## src/rtl/spad_pkg.sv

```systemverilog
`default_nettype none
// ============================================================================
// Module   : spad_pkg
// Purpose  : Shared types and helpers for the scratchpad loader slice.
//            ld_state_t - load-command FSM states.
//            wrap_add   - pointer add with a single compare-subtract wrap.
// Revision : 1.0 - initial release
// ============================================================================
package spad_pkg;

    typedef enum logic [1:0] {
        IDLE = 2'd0,
        LOAD = 2'd1,
        DONE = 2'd2
    } ld_state_t;

    // Callers guarantee ptr < depth and inc <= depth, so a single subtract
    // is enough to bring the sum back into range.
    function automatic int wrap_add(input int ptr, input int inc, input int depth);
        int w_sum;
        w_sum = ptr + inc;
        if (w_sum >= depth) begin
            w_sum = w_sum - depth;
        end
        return w_sum;
    endfunction

endpackage
`default_nettype wire

```

## src/rtl/spad_mem.sv

```systemverilog
`default_nettype none
// ============================================================================
// Module   : spad_mem
// Purpose  : DEPTH x WIDTH scratchpad storage, one write port and one
//            synchronous read port, read-first on a same-address collision.
// Ports    : clk, rst          - clock, synchronous active-high reset
//            we, waddr, wdata  - write port
//            re, raddr, rdata  - read port, rdata registered (1-cycle latency)
// Revision : 1.0 - initial release
// ============================================================================
module spad_mem #(
    parameter int WIDTH = 16,
    parameter int DEPTH = 12,
    parameter int AW    = 4
) (
    input  logic             clk,
    input  logic             rst,
    input  logic             we,
    input  logic [AW-1:0]    waddr,
    input  logic [WIDTH-1:0] wdata,
    input  logic             re,
    input  logic [AW-1:0]    raddr,
    output logic [WIDTH-1:0] rdata
);

    logic [WIDTH-1:0] r_mem [DEPTH];
    logic [WIDTH-1:0] r_rdata;

    // Storage is deliberately left out of reset.
    always_ff @(posedge clk) begin
        if (we) begin
            r_mem[waddr] <= wdata;
        end
    end

    // Non-blocking semantics give the pre-write contents on a collision.
    // rdata holds its value when no read is accepted.
    always_ff @(posedge clk) begin
        if (rst) begin
            r_rdata <= '0;
        end else if (re) begin
            r_rdata <= r_mem[raddr];
        end
    end

    assign rdata = r_rdata;

endmodule
`default_nettype wire

```

## src/rtl/spad_loader.sv

```systemverilog
`default_nettype none
// ============================================================================
// Module   : spad_loader
// Purpose  : Pops words from a show-ahead FIFO into a circular scratchpad
//            under a start/len command, serves offset reads from the head
//            and frees the oldest entries on release.
// Ports    : clk, rst                      - clock, sync active-high reset
//            start, len, done              - load command / completion pulse
//            fifo_valid, fifo_dout         - FIFO head word (show-ahead)
//            fifo_ren                      - pop strobe to the FIFO
//            rd_en, rd_off, rd_data,
//            rd_valid                      - offset read, 1-cycle latency
//            rel_en, rel_cnt               - release of oldest entries
//            count, full, empty            - occupancy status
// Revision : 1.0 - initial release
// ============================================================================
module spad_loader
    import spad_pkg::*;
#(
    parameter  int WIDTH      = 16,
    parameter  int SPAD_DEPTH = 12,
    parameter  int LEN_WIDTH  = 8,
    localparam int AW         = $clog2(SPAD_DEPTH)
) (
    input  logic                 clk,
    input  logic                 rst,
    input  logic                 start,
    input  logic [LEN_WIDTH-1:0] len,
    output logic                 done,
    input  logic                 fifo_valid,
    input  logic [WIDTH-1:0]     fifo_dout,
    output logic                 fifo_ren,
    input  logic                 rd_en,
    input  logic [AW-1:0]        rd_off,
    output logic [WIDTH-1:0]     rd_data,
    output logic                 rd_valid,
    input  logic                 rel_en,
    input  logic [LEN_WIDTH-1:0] rel_cnt,
    output logic [AW:0]          count,
    output logic                 full,
    output logic                 empty
);

    localparam logic [AW:0] c_depth = (AW+1)'(SPAD_DEPTH);

    ld_state_t            r_state;
    logic [LEN_WIDTH-1:0] r_remaining;
    logic                 r_done;
    logic [AW-1:0]        r_wr_ptr;
    logic [AW-1:0]        r_head;
    logic [AW:0]          r_count;
    logic                 r_rd_valid;

    logic                 w_full;
    logic                 w_pop;
    logic                 w_rd_acc;
    logic [AW:0]          w_eff;
    logic [AW-1:0]        w_wr_next;
    logic [AW-1:0]        w_head_next;
    logic [AW-1:0]        w_rd_addr;

    // Full is the pre-edge value: a release in the same cycle cannot make
    // room for this cycle's pop.
    assign w_full = (r_count == c_depth);
    assign w_pop  = (r_state == LOAD) && fifo_valid && !w_full && (r_remaining != '0);

    // Over-release saturates at the current occupancy. Compared at 32 bits
    // so rel_cnt and count may have any relative widths.
    always_comb begin
        w_eff = '0;
        if (rel_en) begin
            if (32'(rel_cnt) >= 32'(r_count)) begin
                w_eff = r_count;
            end else begin
                w_eff = (AW+1)'(rel_cnt);
            end
        end
    end

    // Reads use the pre-edge head and count; a same-cycle release has no effect.
    assign w_rd_acc    = rd_en && ({1'b0, rd_off} < r_count);
    assign w_rd_addr   = AW'(wrap_add(int'(r_head), int'(rd_off), SPAD_DEPTH));
    assign w_wr_next   = AW'(wrap_add(int'(r_wr_ptr), 1, SPAD_DEPTH));
    assign w_head_next = AW'(wrap_add(int'(r_head), int'(w_eff), SPAD_DEPTH));

    // Load FSM. done is registered and asserted exactly while in DONE.
    always_ff @(posedge clk) begin
        if (rst) begin
            r_state     <= IDLE;
            r_remaining <= '0;
            r_done      <= 1'b0;
        end else begin
            r_done <= 1'b0;
            case (r_state)
                IDLE: begin
                    if (start) begin
                        r_remaining <= len;
                        if (len == '0) begin
                            r_state <= DONE;
                            r_done  <= 1'b1;
                        end else begin
                            r_state <= LOAD;
                        end
                    end
                end
                LOAD: begin
                    if (w_pop) begin
                        r_remaining <= r_remaining - LEN_WIDTH'(1);
                        // Last pop: done appears in the following cycle.
                        if (r_remaining == LEN_WIDTH'(1)) begin
                            r_state <= DONE;
                            r_done  <= 1'b1;
                        end
                    end
                end
                DONE: begin
                    r_state <= IDLE;
                end
                default: begin
                    r_state <= IDLE;
                end
            endcase
        end
    end

    // Pointers, occupancy and read handshake.
    always_ff @(posedge clk) begin
        if (rst) begin
            r_wr_ptr   <= '0;
            r_head     <= '0;
            r_count    <= '0;
            r_rd_valid <= 1'b0;
        end else begin
            if (w_pop) begin
                r_wr_ptr <= w_wr_next;
            end
            r_head     <= w_head_next;
            r_count    <= r_count + (AW+1)'(w_pop) - w_eff;
            r_rd_valid <= w_rd_acc;
        end
    end

    spad_mem #(
        .WIDTH (WIDTH),
        .DEPTH (SPAD_DEPTH),
        .AW    (AW)
    ) u_mem (
        .clk   (clk),
        .rst   (rst),
        .we    (w_pop),
        .waddr (r_wr_ptr),
        .wdata (fifo_dout),
        .re    (w_rd_acc),
        .raddr (w_rd_addr),
        .rdata (rd_data)
    );

    assign fifo_ren = w_pop;
    assign done     = r_done;
    assign rd_valid = r_rd_valid;
    assign count    = r_count;
    assign full     = w_full;
    assign empty    = (r_count == '0);

endmodule
`default_nettype wire

```

## config.mk

```make
export PLATFORM = sky130hd
export DESIGN_NAME = spad_loader
export DESIGN_NICKNAME = d
export VERILOG_FILES = /design/src/rtl/spad_pkg.sv /design/src/rtl/spad_mem.sv /design/src/rtl/spad_loader.sv
export SDC_FILE = /design/constraint.sdc
export NUM_CORES = 1
export LEC_CHECK = 0
export BUFFER_PORTS_ARGS = -buffer_cell sky130_fd_sc_hd__buf_4
export CAP_MARGIN = 15
export CORE_ASPECT_RATIO = 1.75
export CORE_MARGIN = 10
export CORE_UTILIZATION = 30
export CTS_CLUSTER_DIAMETER = 200
export DETAILED_ROUTE_END_ITERATION = 12
export GPL_TIMING_DRIVEN = 0
export MAX_ROUTING_LAYER = met4
export PLACE_DENSITY = 0.45
export SLEW_MARGIN = 10
export SYNTH_ARGS = -nofsm -noshare
export SYNTH_HDL_FRONTEND = slang
export SYNTH_SLANG_ARGS = --single-unit
export TNS_END_PERCENT = 30
```

## constraint.sdc

```tcl
create_clock -name clk -period 4.65 [get_ports clk]
set_input_delay 0.6975 -clock clk [delete_from_list [all_inputs] [get_ports clk]]
set_output_delay 0.6975 -clock clk [all_outputs]
set_load 0.03 [all_outputs]
```

==> impl_metrics.json <==
{
  "endpoint_kind": "flop",
  "cp.required_ns": 5.03,
  "status": "finished clean",
  "max_slew.worst_pin.slew_ns": 1.16,
  "max-cap-violations": 0,
  "cts_root_buf": "clkbuf_16",
  "multi_input_area_um2": 3120,
  "whs_path_depth": 1,
  "critPathMaxFanout": 10,
  "fmax_mhz": 267,
  "synth-edff-count": 192,
  "critPathLaunchType": "flop",
  "cts_tree": "done",
  "coreArea_um2": 32300,
  "ys_async_sr_fraction_pct": 0,
  "arrival_ns": 4.13,
  "whs_ns": 0.444,
  "r2r_start": "r_head[0]",
  "hold_viol_final": 0,
  "antenna_left": 0,
  "crit_end": "u_mem.rdata[0]",
  "hold_class": "in2reg",
  "grt_pass1_wl_um": 38300,
  "syn_area_um2": 9880,
  "grt_overflow_total": 0,
  "rsz0062_at_grt": "false",
  "num_rows": 87,
  "ys.flop_type": "edfxtp_1",
  "die_w_um": 157,
  "via_per_inst": 5.04,
  "cts-buffers-inserted": 24,
  "synth.area.top_cells": "edfxtp_1 (58%), mux4_2 (11%), dfxtp_1 (8.3%), ha_1 (4.4%), a21oi_1 (1.6%)",
  "synthesis.nets": 682,
  "grt_max_degree": 17,
  "yosys_warnings": 0,
  "yosysSeqAreaShare_pct": 66.7,
  "worstPathCellList": "ha_1, fa_1, clkbuf_1, nor2_1, a221o_1, nand2b_1, o21ai_2, buf_2, mux4_2, a22oi_1, o21ai_1",
  "regToRegSetupSlack_ns": 0.90,
  "relSlewSlack_pct": 22.6,
  "rr_endpoint": "u_mem.rdata[0]",
  "wl_per_cell_um": 22.9,
  "initial_core_util_pct": 30.5,
  "clk_pin_slew_ns": 0.06,
  "leakage_nw": 4.20,
  "drt_pass1_iterations": 4,
  "drv_slew": 0,
  "period_share_pct": 80.6,
  "syn2layout_area_growth_pct": 18.8,
  "grt_usage_pct": 12.8,
  "yosys_register_bits": 233,
  "period_needed_ns": 3.75,
  "synth_top_cell_by_area": "edfxtp_1",
  "cpPeakStageDelay_ns": 0.49,
  "post_cts_buffers": 0,
  "h-tree-depth": 1,
  "place.gp.congestion": 0.784,
  "nNetsFinal": 777,
  "avgSynthCellArea_um2": 16.4,
  "n_fill_cell": 3048,
  "crit_type": "reg2reg",
  "dp_hpwl_um": 17200,
  "clk_path_buf_depth": 3,
  "ff2ff_path_depth": 11,
  "first_iter_violations": 356,
  "yosysTopAreaCellShare_pct": 58.4,
  "drt_wl_total_um": 25500,
  "crit_slowest_cell": "fa_1",
  "diodes": 0,
  "seq_area_um2": 6590,
  "insertion_delay_ns": 0.52,
  "postCtsHoldBufs": 0,
  "drive_above_1_share_pct": 23.8,
  "die-height_um": 260,
  "grt_pass1_vias": 6217,
  "final.setup_skew_ns": 0.00660,
  "dieArea_um2": 40900,
  "antenna_found_initial": 0,
  "cts_resized": 0,
  "clkSinkCount": 233,
  "p_per_area_nw_per_um2": 526,
  "ys_types": 53,
  "port_buffers": 66,
  "synth_cells": 602,
  "setup_viol": 0,
  "ir_drop_mv": 0.268,
  "io_pins": 68,
  "drc": 0,
  "num_vias": 5615,
  "fin_tns_setup_ns": 0,
  "startpoint": "r_head[0]"
}
## per-stage QoR
stage	std cells	total power [W]	utilization (%)	instance area (um^2)	setup slack [ns]
floorplan	602	0.00370	-	9880	1.11
global placement	1068	0.00427	33.6	10900	0.412
detailed placement	1068	0.00433	33.7	10900	0.382
CTS	1112	0.00626	36.1	11700	0.873
global route	1115	0.00649	36.3	11700	0.584
finish	1115	0.00617	36.3	11700	0.904
## how the worst min path moves through the flow
stage / from / to
global route: fifo_dout[15] / u_mem.r_mem[3][15]
finish: fifo_dout[12] / u_mem.r_mem[2][12]
floorplan: r_remaining[1] / r_remaining[1]
CTS: fifo_dout[12] / u_mem.r_mem[10][12]
global placement: r_remaining[1] / r_remaining[1]
detailed placement: r_remaining[1] / r_remaining[1]
## sequential cells by signal, summed over array words and instances, names as in the netlist
name and flops:
r_wr_ptr 4, r_remaining 8, r_state 2, count 5
done 1, rd_valid 1, r_head 4, u_mem.rdata 16
u_mem.r_mem 192
## cell families after synthesis
group                      share of synthesized area [%]
adders and majority gates                           5.04
buffers and inverters                               1.84
DFF                                                 66.7
and+or+nand+nor                                     6.12
muxes                                               12.3
AOI/OAI and AO/OA                                   6.84
xor gates and xnor gates                            1.15
## cell usage in the layout (no fill, tap or decap), drive strengths merged, types with 3 or more instances in the layout
master,count
and3,11
nor3,7
o211ai,8
nor2b,6
nand3,4
o211a,7
nor3b,5
nand2b,8
a21o,6
mux2i,12
a211oi,3
inv,20
edfxtp,192
nor4,7
and2,13
o21ai,21
clkinv,7
a22oi,11
mux4,48
fa,3
ha,35
nor2,24
xor2,6
buf,75
dfxtp,41
a21oi,33
clkbuf,54
nand2,21
xnor2,7
## metal layers
metal  vias to the layer above  track usage (%)  routed length (um)
met5                         -                -                   0
met4                         0             3.75                 503
met3                        37             1.77                 875
met2                       129             24.1               14200
met1                      2884             13.5                9910
li1                       2565                -                   -
## worst max-delay path, delay by kind of cell, from the launching register on
family	cells	cell delay, ns
mux	1	0.38
compound gates	4	1.25
buf+inv	2	0.70
fa+ha+maj	2	0.70
simple gates	2	0.26
flops	1	0.32
## power by group
part | leakage (nW) | switching, W | internal [W]
Sequential | 2.06 | 0.0000750 | 0.00235
Combinational | 1.75 | 0.00108 | 0.000753
Clock | 0.383 | 0.000811 | 0.00111
Total | 4.20 | 0.00196 | 0.00421
## cells in the mapped netlist (3+ instances only)
library cell	instances
o21ai_0	5
nand3_1	4
xnor2_1	7
edfxtp_1	192
xor2_1	6
nor4_1	6
nor2b_1	6
mux4_2	48
and3_1	10
ha_1	35
clkbuf_1	20
o21ai_1	14
inv_1	19
nand2_1	21
a21o_1	6
and2_1	13
mux2i_1	12
o211a_1	7
a211oi_1	3
dfxtp_1	41
nor2_1	24
nand2b_1	8
nor3b_1	5
buf_2	4
a21oi_1	31
nor3_1	6
o211ai_1	8
fa_1	3
a22oi_1	11
## cell type report
class,instances,share of cell area (%)
clock buffers,34,5.96
well taps,400,4.27
clock inverters,10,0.704
flip-flops and latches,233,56.1
repair buffers,69,4.79
multi-input cells,323,26.6
inverters,20,0.640
plain buffers,26,0.907
No activity file was read; power rests on OpenSTA's default activity.
